<file path="src/rtl/fp_add_pipe.sv">
// rtl/fp_add_pipe.sv - 3-stage pipelined floating-point adder/subtractor
//
// Ports:
//   clk        rising-edge clock
//   rst_n      synchronous active-low reset
//   in_valid   operands valid          in_ready  pipeline accepts input
//   in_a/in_b  operands {sign,exp,man} in_sub    1 = A-B, 0 = A+B
//   in_tag     sideband returned with the result
//   out_valid  result valid            out_ready downstream accepts result
//   out_res    result {sign,exp,man}   out_tag   tag of this result
//   out_flags  {invalid, overflow, underflow_ftz, inexact}
//
// Build option: FP_ADD_ROUND_RNE_EN selects round-to-nearest-even;
// without it results are truncated (round toward zero).

module fp_add_pipe #(
  parameter int EXP_W = 8,
  parameter int MAN_W = 23,
  parameter int TAG_W = 4
) (
  input  logic                     clk,
  input  logic                     rst_n,
  input  logic                     in_valid,
  output logic                     in_ready,
  input  logic [EXP_W+MAN_W:0]     in_a,
  input  logic [EXP_W+MAN_W:0]     in_b,
  input  logic                     in_sub,
  input  logic [TAG_W-1:0]         in_tag,
  output logic                     out_valid,
  input  logic                     out_ready,
  output logic [EXP_W+MAN_W:0]     out_res,
  output logic [TAG_W-1:0]         out_tag,
  output logic [3:0]               out_flags
);

  localparam int W     = EXP_W + MAN_W + 1;
  localparam int SIG_W = MAN_W + 4;          // hidden, mantissa, guard, round, sticky
  localparam int XE_W  = EXP_W + 2;          // signed working exponent
  localparam int LZ_W  = $clog2(SIG_W + 1);

  localparam logic [EXP_W-1:0]        EXP_MAX   = '1;
  localparam logic [EXP_W-1:0]        FAR_SHIFT = EXP_W'(MAN_W + 3);
  localparam logic signed [XE_W-1:0]  XE_ZERO   = '0;
  localparam logic signed [XE_W-1:0]  XE_ONE    = XE_W'(1);
  localparam logic signed [XE_W-1:0]  XE_EMAX   = {2'b00, EXP_MAX};
  localparam logic [W-1:0]            QNAN      = {1'b0, EXP_MAX, 1'b1, {(MAN_W-1){1'b0}}};

  // Whole pipe moves together; no bubble collapsing.
  logic advance;
  assign advance  = out_ready | ~out_valid;
  assign in_ready = advance;

  function automatic logic [LZ_W-1:0] lzc(input logic [SIG_W-1:0] v);
    logic [LZ_W-1:0] n;
    logic            done;
    n    = LZ_W'(SIG_W);
    done = 1'b0;
    for (int i = SIG_W - 1; i >= 0; i--) begin
      if (!done && v[i]) begin
        n    = LZ_W'(SIG_W - 1 - i);
        done = 1'b1;
      end
    end
    return n;
  endfunction

  // ---------------- stage 1: unpack, classify, swap, align ----------------
  logic             a_s, b_s, a_zero, b_zero, a_nan, b_nan, a_inf, b_inf, a_ge_b;
  logic [EXP_W-1:0] a_e, b_e, l_e, s_e, e_diff;
  logic [W-2:0]     a_mag, b_mag;
  logic [SIG_W-1:0] a_sig, b_sig, l_sig, s_sig, s_align;
  logic [2*SIG_W-1:0] s_ext;
  logic             l_s, s_s;

  always_comb begin
    a_s    = in_a[W-1];
    b_s    = in_b[W-1] ^ in_sub;
    a_e    = in_a[W-2:MAN_W];
    b_e    = in_b[W-2:MAN_W];
    a_zero = (a_e == '0);
    b_zero = (b_e == '0);
    a_nan  = (a_e == EXP_MAX) && (in_a[MAN_W-1:0] != '0);
    b_nan  = (b_e == EXP_MAX) && (in_b[MAN_W-1:0] != '0);
    a_inf  = (a_e == EXP_MAX) && (in_a[MAN_W-1:0] == '0);
    b_inf  = (b_e == EXP_MAX) && (in_b[MAN_W-1:0] == '0);
    // Subnormals flush to zero before the magnitude compare.
    a_mag  = a_zero ? '0 : in_a[W-2:0];
    b_mag  = b_zero ? '0 : in_b[W-2:0];
    a_sig  = a_zero ? '0 : {1'b1, in_a[MAN_W-1:0], 3'b000};
    b_sig  = b_zero ? '0 : {1'b1, in_b[MAN_W-1:0], 3'b000};
    a_ge_b = (a_mag >= b_mag);
    l_s    = a_ge_b ? a_s   : b_s;
    s_s    = a_ge_b ? b_s   : a_s;
    l_e    = a_ge_b ? a_e   : b_e;
    s_e    = a_ge_b ? b_e   : a_e;
    l_sig  = a_ge_b ? a_sig : b_sig;
    s_sig  = a_ge_b ? b_sig : a_sig;
    e_diff = l_e - s_e;
    // Upper half is the aligned value, lower half is everything shifted out.
    s_ext  = {s_sig, {SIG_W{1'b0}}} >> e_diff;
    if (e_diff >= FAR_SHIFT) begin
      s_align = {{(SIG_W-1){1'b0}}, |s_sig};
    end else begin
      s_align = {s_ext[2*SIG_W-1:SIG_W+1], s_ext[SIG_W] | (|s_ext[SIG_W-1:0])};
    end
  end

  logic             s1_valid, s1_sign, s1_sub, s1_nan, s1_inf, s1_inf_sign, s1_zero_sign;
  logic [EXP_W-1:0] s1_exp;
  logic [SIG_W-1:0] s1_l_sig, s1_s_sig;
  logic [TAG_W-1:0] s1_tag;

  // ---------------- stage 2: significand add/subtract ----------------
  logic [SIG_W:0]   sum;
  assign sum = s1_sub ? ({1'b0, s1_l_sig} - {1'b0, s1_s_sig})
                      : ({1'b0, s1_l_sig} + {1'b0, s1_s_sig});

  logic             s2_valid, s2_sign, s2_nan, s2_inf, s2_inf_sign, s2_zero_sign;
  logic [EXP_W-1:0] s2_exp;
  logic [SIG_W:0]   s2_sum;
  logic [TAG_W-1:0] s2_tag;

  // ---------------- stage 3: normalise, round, pack ----------------
  logic [LZ_W-1:0]         lz;
  logic [SIG_W-1:0]        norm;
  logic signed [XE_W-1:0]  n_exp, r_exp;
  logic [MAN_W+1:0]        rnd;
  logic [MAN_W-1:0]        r_man;
  logic                    inx;
  logic [W-1:0]            res;
  logic [3:0]              flags;

  always_comb begin
    lz = '0;
    if (s2_sum[SIG_W]) begin
      // Carry out: drop one bit into sticky.
      norm  = {s2_sum[SIG_W:2], s2_sum[1] | s2_sum[0]};
      n_exp = $signed({2'b00, s2_exp}) + XE_ONE;
    end else begin
      lz    = lzc(s2_sum[SIG_W-1:0]);
      norm  = s2_sum[SIG_W-1:0] << lz;
      n_exp = $signed({2'b00, s2_exp}) - $signed(XE_W'(lz));
    end
    inx = |norm[2:0];
`ifdef FP_ADD_ROUND_RNE_EN
    rnd = {1'b0, norm[SIG_W-1:3]}
          + {{(MAN_W+1){1'b0}}, norm[2] & (norm[1] | norm[0] | norm[3])};
`else
    rnd = {1'b0, norm[SIG_W-1:3]};
`endif
    if (rnd[MAN_W+1]) begin
      r_exp = n_exp + XE_ONE;
      r_man = rnd[MAN_W:1];
    end else begin
      r_exp = n_exp;
      r_man = rnd[MAN_W-1:0];
    end

    res   = {s2_sign, r_exp[EXP_W-1:0], r_man};
    flags = {3'b000, inx};
    if (s2_nan) begin
      res   = QNAN;
      flags = 4'b1000;
    end else if (s2_inf) begin
      res   = {s2_inf_sign, EXP_MAX, {MAN_W{1'b0}}};
      flags = 4'b0000;
    end else if (s2_sum == '0) begin
      res   = {s2_zero_sign, {(W-1){1'b0}}};
      flags = 4'b0000;
    end else if (n_exp <= XE_ZERO) begin
      res   = {s2_sign, {(W-1){1'b0}}};
      flags = 4'b0011;
    end else if (r_exp >= XE_EMAX) begin
      res   = {s2_sign, EXP_MAX, {MAN_W{1'b0}}};
      flags = 4'b0101;
    end
  end

  // ---------------- pipeline registers ----------------
  always_ff @(posedge clk) begin
    if (!rst_n) begin
      s1_valid  <= 1'b0;
      s2_valid  <= 1'b0;
      out_valid <= 1'b0;
      out_res   <= '0;
      out_tag   <= '0;
      out_flags <= '0;
    end else if (advance) begin
      s1_valid <= in_valid;
      if (in_valid) begin
        s1_sign      <= l_s;
        s1_sub       <= l_s ^ s_s;
        s1_exp       <= l_e;
        s1_l_sig     <= l_sig;
        s1_s_sig     <= s_align;
        s1_nan       <= a_nan | b_nan | (a_inf & b_inf & (a_s ^ b_s));
        s1_inf       <= a_inf | b_inf;
        s1_inf_sign  <= a_inf ? a_s : b_s;
        s1_zero_sign <= a_zero & b_zero & a_s & b_s;
        s1_tag       <= in_tag;
      end
      s2_valid <= s1_valid;
      if (s1_valid) begin
        s2_sign      <= s1_sign;
        s2_exp       <= s1_exp;
        s2_sum       <= sum;
        s2_nan       <= s1_nan;
        s2_inf       <= s1_inf;
        s2_inf_sign  <= s1_inf_sign;
        s2_zero_sign <= s1_zero_sign;
        s2_tag       <= s1_tag;
      end
      out_valid <= s2_valid;
      if (s2_valid) begin
        out_res   <= res;
        out_tag   <= s2_tag;
        out_flags <= flags;
      end
    end
  end

endmodule

</file>
<file path="config.mk">
export PLATFORM = sky130hd
export DESIGN_NAME = fp_add_pipe
export DESIGN_NICKNAME = d
export VERILOG_FILES = /design/src/rtl/fp_add_pipe.sv
export SDC_FILE = /design/constraint.sdc
export NUM_CORES = 1
export LEC_CHECK = 0
export BUFFER_PORTS_ARGS = -buffer_cell sky130_fd_sc_hd__buf_2
export CAP_MARGIN = 20
export CORE_ASPECT_RATIO = 1.5
export CORE_UTILIZATION = 60
export CTS_CLUSTER_SIZE = 40
export DETAILED_ROUTE_END_ITERATION = 8
export GPL_ROUTABILITY_DRIVEN = 0
export PLACE_DENSITY_LB_ADDON = 0.15
export SLEW_MARGIN = 0
export SYNTH_ARGS = -nofsm -noshare
export SYNTH_HDL_FRONTEND = slang
export SYNTH_SLANG_ARGS = --single-unit
</file>
<file path="constraint.sdc">
create_clock -name clk -period 14.1 [get_ports clk]
set_clock_uncertainty 0.2 [all_clocks]
set_input_delay 4.23 -clock clk [delete_from_list [all_inputs] [get_ports clk]]
set_output_delay 4.23 -clock clk [all_outputs]
set_load 0.005 [all_outputs]
</file>
==> results.cfg, run 1 <==
[die]
die_w_um = 123.6
die_y_um = 184.4
dieArea_mm2 = 0.02279
num_rows = 66
coreArea_mm2 = 0.02172
num_io_pins = 115
start_util_pct = 61.27

[setup_path]
cp_max_fo = 27
cp_slowest_cell = nor2_2
cp-start-kind = input port
crit_family = simple AND/OR/NAND/NOR gates
crit_path_end_kind = register
worstPathArrival_ns = 11.76
crit_path_cell_trace = buf_2, nor4_1, nand2_1, and2_1, ha_1, a21oi_1, o21ai_1, a2111o_1, o21a_1, nor2_2, nor2_1, a21oi_1, ha_1, nor2_1, and3_1, nor2_2, mux4_2, a2bb2oi_1, o2111ai_1, a211oi_1, nand3_1, a2111oi_2, o21ai_1
crit_buf_inv = 1
cp.required_ns = 14.07
criticalPathCategory = input port to register
cpPeakStageDelay_ns = 0.96

[sta]
min_period_over_period_pct = 83.64
worst_pin_slew_ns = 1.142
finalHoldViolations = 0
max_freq_ghz = 0.08479
slew_headroom_pct = 23.81
drv_slew = 0
fin_setup_tns_ns = 0
fin_crit_ns = 11.79
setup_viol = 0
rsz0062_at_grt = false

[drt]
via_count = 12630
routedWlPerCell_um = 20.77
antenna_left = 0
routed_wl_um = 39830
drc = 0
drt_iter0_markers = 1177
viasPerCell = 6.589
dr.pass1.iters = 6

[synthesis]
synth_ff_type = edfxtp_1
synth_cell_type_count = 95
netlist_area_mm2 = 0.01331
synth_nets = 1723
syn_area_per_cell_um2 = 8.390
synthArstFlopShare_pct = 0
ys_ff_latch = 157
yosys_warnings = 0
synth_edf_count = 114
syn_inst = 1586
ys_seq_area_share_pct = 32.20

[hold_path]
hold_path.class = register to register

[power]
power.density_mw_per_mm2 = 106.5
peakVddDrop_v = 0.00007026
p_leak_nw = 5.873
finalPower_mw = 1.546

[clock_tree]
cts_htree_levels = 4
cts_resized = 0
clkSlewWorstSetupHoldPaths_ns = 0.06
root_buffer = clkbuf_16
clk_path_buf_depth = 2
tritoncts = yes
cts_setup_buffers = 0
clock_latency_ns = 0.43
cts-buffers-inserted = 17
cts_hold_buffers = 0
cts.sinks = 157

[placement]
hpwl_um = 30040
port_buffers = 114

[global_routing]
grt_pass1_vias = 12160
grt_usage_pct = 36.45
grt_overflow = 0
grt_max_degree = 89
antenna_found_initial = 3
grt_pass1_wl_um = 63220

[layout]
syn_to_final_growth_pct = 9.074
fillCellCount = 1869
final_common_cell = nand2_1
antenna_cells = 0
drive_above_1_share_pct = 13.37
nNetsFinal = 1770
final_cell_mix = nand2_1 (213), nor2_1 (148), buf_2 (114), edfxtp_1 (114), a21oi_1 (104)

[job]
maxCapViolations = 0

[outcome]
outcome = complete, no violations
==> cell type report <==
cell class                      instances  area (um^2)  share of cell area [%]
Inverter                               45        168.9                   1.164
Clock inverter                         13        141.4                  0.9741
Multi-Input combinational cell       1283         8467                   58.34
Clock buffer                           18        429.2                   2.957
Tap cell                              272        340.3                   2.345
Timing Repair Buffer                  129        683.2                   4.707
Sequential cell                       157         4284                   29.52
==> flip-flops by register name, indices dropped and copies added (netlist names), 4 cells and up <==
name and flops:
out_res 32, s2_sum 28, s1_s_sig 27, s1_l_sig 24, s1_exp 8, s2_exp 8
out_flags 4, out_tag 4, s1_tag 4, s2_tag 4
==> per-stage QoR <==
stage	hold slack, ns	cells	setup slack [ns]	utilization [%]	instance area (um^2)
after floorplan	0.2003	1586	3.756	-	13310
after global placement	0.2040	1885	2.325	64.17	13940
after detailed placement	0.2054	1885	2.061	64.17	13940
after CTS	0.2204	1916	2.499	66.79	14510
after global routing	0.2302	1917	1.846	66.83	14510
final	0.2185	1917	2.306	66.83	14510
==> layer usage <==
layer | part of all wire (%) | up-vias | global-route usage, %
li1 | - | 5954 | -
met1 | 35 | 5824 | 37.58
met2 | 50 | 626 | 62.64
met3 | 6.8 | 223 | 8.106
met4 | 8.3 | 4 | 28.63
met5 | 0.058 | - | 0
==> cell families (layout without fill, tap and decap cells) <==
| family | after synthesis | after routing | synth area share [%] |
|---|---|---|---|
| buffers and inverters | 146 | 205 | 4.419 |
| AOI/OAI and AO/OA | 414 | 414 | 20.55 |
| xor gates and xnor gates | 66 | 66 | 4.457 |
| and+or+nand+nor | 622 | 622 | 22.35 |
| DFF | 157 | 157 | 32.20 |
| muxes | 115 | 115 | 9.798 |
| adders and majority gates | 66 | 66 | 6.225 |
==> where the power goes <==
group          internal, mW  switching, mW  total [mW]
Combinational         0.211          0.339       0.550
Sequential            0.530         0.0191       0.549
Clock                 0.261          0.186       0.447
==> worst paths after layout <==
check               startpoint            to  slack (ns)  cells past startpoint
hold reg to reg   s1_zero_sign  s2_zero_sign        0.22                      0
setup / recovery      in_a[27]   s1_s_sig[0]        2.31                     23
hold / removal    s1_zero_sign  s2_zero_sign        0.22                      0
setup reg to reg    s2_sum[25]    out_res[9]        6.85                     22
==> synthesized netlist by cell type, drive strengths merged (35+ instances only) <==
cell type / instances / area [um^2]
inv: 44 / 165.2
nor2: 150 / 568.0
and2: 35 / 221.5
mux2i: 92 / 920.9
clkbuf: 82 / 307.8
a21oi: 105 / 529.3
o21ai: 112 / 568.1
nor3: 45 / 236.5
edfxtp: 114 / 3423
dfxtp: 43 / 860.8
ha: 63 / 788.3
nand2: 214 / 805.8
xnor2: 49 / 436.7
==> worst reg2reg max path, cell delays in order, from the launching register on <==
cell and delay [ns]:
edfxtp_1 0.51, nor4_1 0.73, nand4_1 0.38, nor3_1 0.31
o21ai_0 0.12, a32oi_1 0.65, a31oi_4 0.34, inv_1 0.22
ha_1 0.19, fa_1 0.21, nor2b_1 0.06, o21ai_0 0.14
nand2b_1 0.12, maj3_1 0.35, or3_1 0.33, o21a_1 0.14
xnor2_2 0.15, o41ai_1 0.84, or2_1 0.44, nor3_4 0.12
and2_4 0.25, a32oi_1 0.20, o21ai_0 0.11
Note: power is estimated with default switching activity, not from simulation.
==> run 2: changes to the inputs <==
==> constraint.sdc (replaced) <==
create_clock -name clk -period 11.5 [get_ports clk]
set_clock_uncertainty 0.2 [all_clocks]
set_input_delay 3.45 -clock clk [delete_from_list [all_inputs] [get_ports clk]]
set_output_delay 3.45 -clock clk [all_outputs]
set_load 0.005 [all_outputs]
==> run 2 against run 1 <==
  * Combinational power rose by 24%
  * Cell count rose by 0.37%
  * Global-route usage fell by 0.38 points
  * Sequential power rose by 22%
  * Setup slack got worse by 0.90 ns
  * Via count rose by 2.3%
==> results.cfg, run 2 (synthesized netlist as in run 1, its figures left out) <==
[outcome]
outcome = complete, no violations

[global_routing]
grt_max_degree = 70
met3_usage_pct = 7.054
grt_overflow = 0
gr-max-usage-layer = met2
grt_usage_pct = 36.07
grt_pass1_vias = 12110
met2_usage_pct = 61.84
grt_pass1_wl_um = 62790
antenna_found_initial = 1
use_met1_pct = 37.92

[clock_tree]
cts_hold_buffers = 0
cts-buffers-inserted = 17
clock_latency_ns = 0.43
clkSlewWorstSetupHoldPaths_ns = 0.07
clk_path_buf_depth = 2
cts.sinks = 157
cts_resized = 0
tritoncts = yes
cts_setup_buffers = 0
cts_htree_levels = 4
root_buffer = clkbuf_16

[setup_path]
cp-start-kind = input port
rrSetupSlack_ns = 4.60
cpPeakStageDelay_ns = 0.66
crit_path_end_kind = register
endpoint = s1_s_sig[0]
worstRegToRegCells = 22
cp_slowest_cell = or2_1
crit_path_cell_trace = buf_2, nor4_1, nand2_1, and2_1, ha_1, nand4_1, nor4_1, a221o_1, o21a_1, nor2_2, a21oi_1, ha_1, inv_1, a311oi_4, or2_1, mux4_2, nor2_1, o21bai_1, a211oi_1, nand3_1, a2111oi_2, o21ai_1
worstPathArrival_ns = 10.06
reg2reg_to = out_res[9]
cp.required_ns = 11.47
cp_max_fo = 27
reg2reg_from = s2_sum[18]
cp-startpoint = in_a[27]
criticalPathCategory = input port to register

[sta]
rsz0062_at_grt = false
max_freq_ghz = 0.09905
slew_headroom_pct = 26.98
setup_viol = 0
worst_pin_slew_ns = 1.095
whs_ns = 0.2208
drv_slew = 0
min_period_over_period_pct = 87.79
finalHoldViolations = 0
fin_setup_tns_ns = 0
fin_crit_ns = 10.10

[die]
coreArea_mm2 = 0.02172
num_rows = 66
die_y_um = 184.4
start_util_pct = 61.27
num_io_pins = 115
die_w_um = 123.6
dieArea_mm2 = 0.02279

[drt]
routedWlPerCell_um = 20.80
drc = 0
dr.pass1.iters = 6
routed_wl_um = 40020
antenna_left = 0
drt_iter0_markers = 1185
via_count = 12920
viasPerCell = 6.716

[power]
peakVddDrop_v = 0.00008507
switching_power_mw = 0.6980
p_clk_share_pct = 29.4
seqPwrFrac_pct = 35.0
power_frac_comb_pct = 35.6
p_leak_nw = 5.925
finalPower_mw = 1.919
power.density_mw_per_mm2 = 131.3
internal-power_mw = 1.221
swShare_pct = 36.36

[layout]
syn_to_final_growth_pct = 9.882
regMostFlops = out_res
final_cell_mix = nand2_1 (213), nor2_1 (148), buf_2 (115)
largest_reg_flops = 32
utilization_pct = 67.32
nNetsFinal = 1776
final_common_cell = nand2_1
instances_no_fill = 1924
drive_above_1_share_pct = 13.92
reg.largest.list = out_res: 32 flops, s2_sum: 28 flops, s1_s_sig: 27 flops
antenna_cells = 0

[placement]
port_buffers = 114
hpwl_um = 30180
placed_cells_incl_taps = 1889

[hold_path]
hold_path.class = register to register

[job]
maxCapViolations = 0
-- run 2: per-layer routing --
metal,routed length [um],up-vias
met5,0,-
met4,3445,0
met3,2863,223
met2,19900,730
met1,13810,5990
li1,-,5979
-- run 2: final cells by class --
type                    instances  area [um^2]
clock buffers                  17        425.4
clock inverters                15        170.2
fillers                      1823         7097
inverters                      45        168.9
multi-input cells            1283         8467
flip-flops and latches        157         4284
well taps                     272        340.3
repair buffers                135        765.7
-- run 2: per-stage QoR --
stage / worst slack, ns / area, um^2
floorplan: 1.936 / 13310
global placement: 1.290 / 13970
detailed placement: 1.115 / 13970
CTS: 1.563 / 14560
global route: 1.043 / 14620
finish: 1.404 / 14620
-- run 2: worst max-delay path: cells and delay by family --
| family | cells | cell delay [ns] |
|---|---|---|
| and+or+nand+nor | 9 | 3.07 |
| AOI/OAI and AO/OA | 8 | 2.03 |
| adders and majority gates | 2 | 0.62 |
| muxes | 1 | 0.60 |
| buffers and inverters | 2 | 0.27 |
-- run 2: worst min path at each step --
stage / start / endpoint / cells past startpoint
3_5_place_dp: s1_inf / s2_inf / 0
6_report: s1_inf / s2_inf / 0
2_1_floorplan: s1_exp[0] / s2_exp[0] / 0
5_1_grt: s1_tag[2] / s2_tag[2] / 0
3_3_place_gp: s1_zero_sign / s2_zero_sign / 0
4_1_cts: s1_inf / s2_inf / 0
-- run 2: power groups by stage --
| stage | Clock [mW] | Sequential (mW) | Combinational [mW] |
|---|---|---|---|
| floorplan | 0 | 0.675 | 0.490 |
| global placement | 0 | 0.682 | 0.647 |
| detailed placement | 0 | 0.683 | 0.655 |
| CTS | 0.571 | 0.671 | 0.659 |
| global route | 0.593 | 0.675 | 0.739 |
| finish | 0.565 | 0.672 | 0.683 |
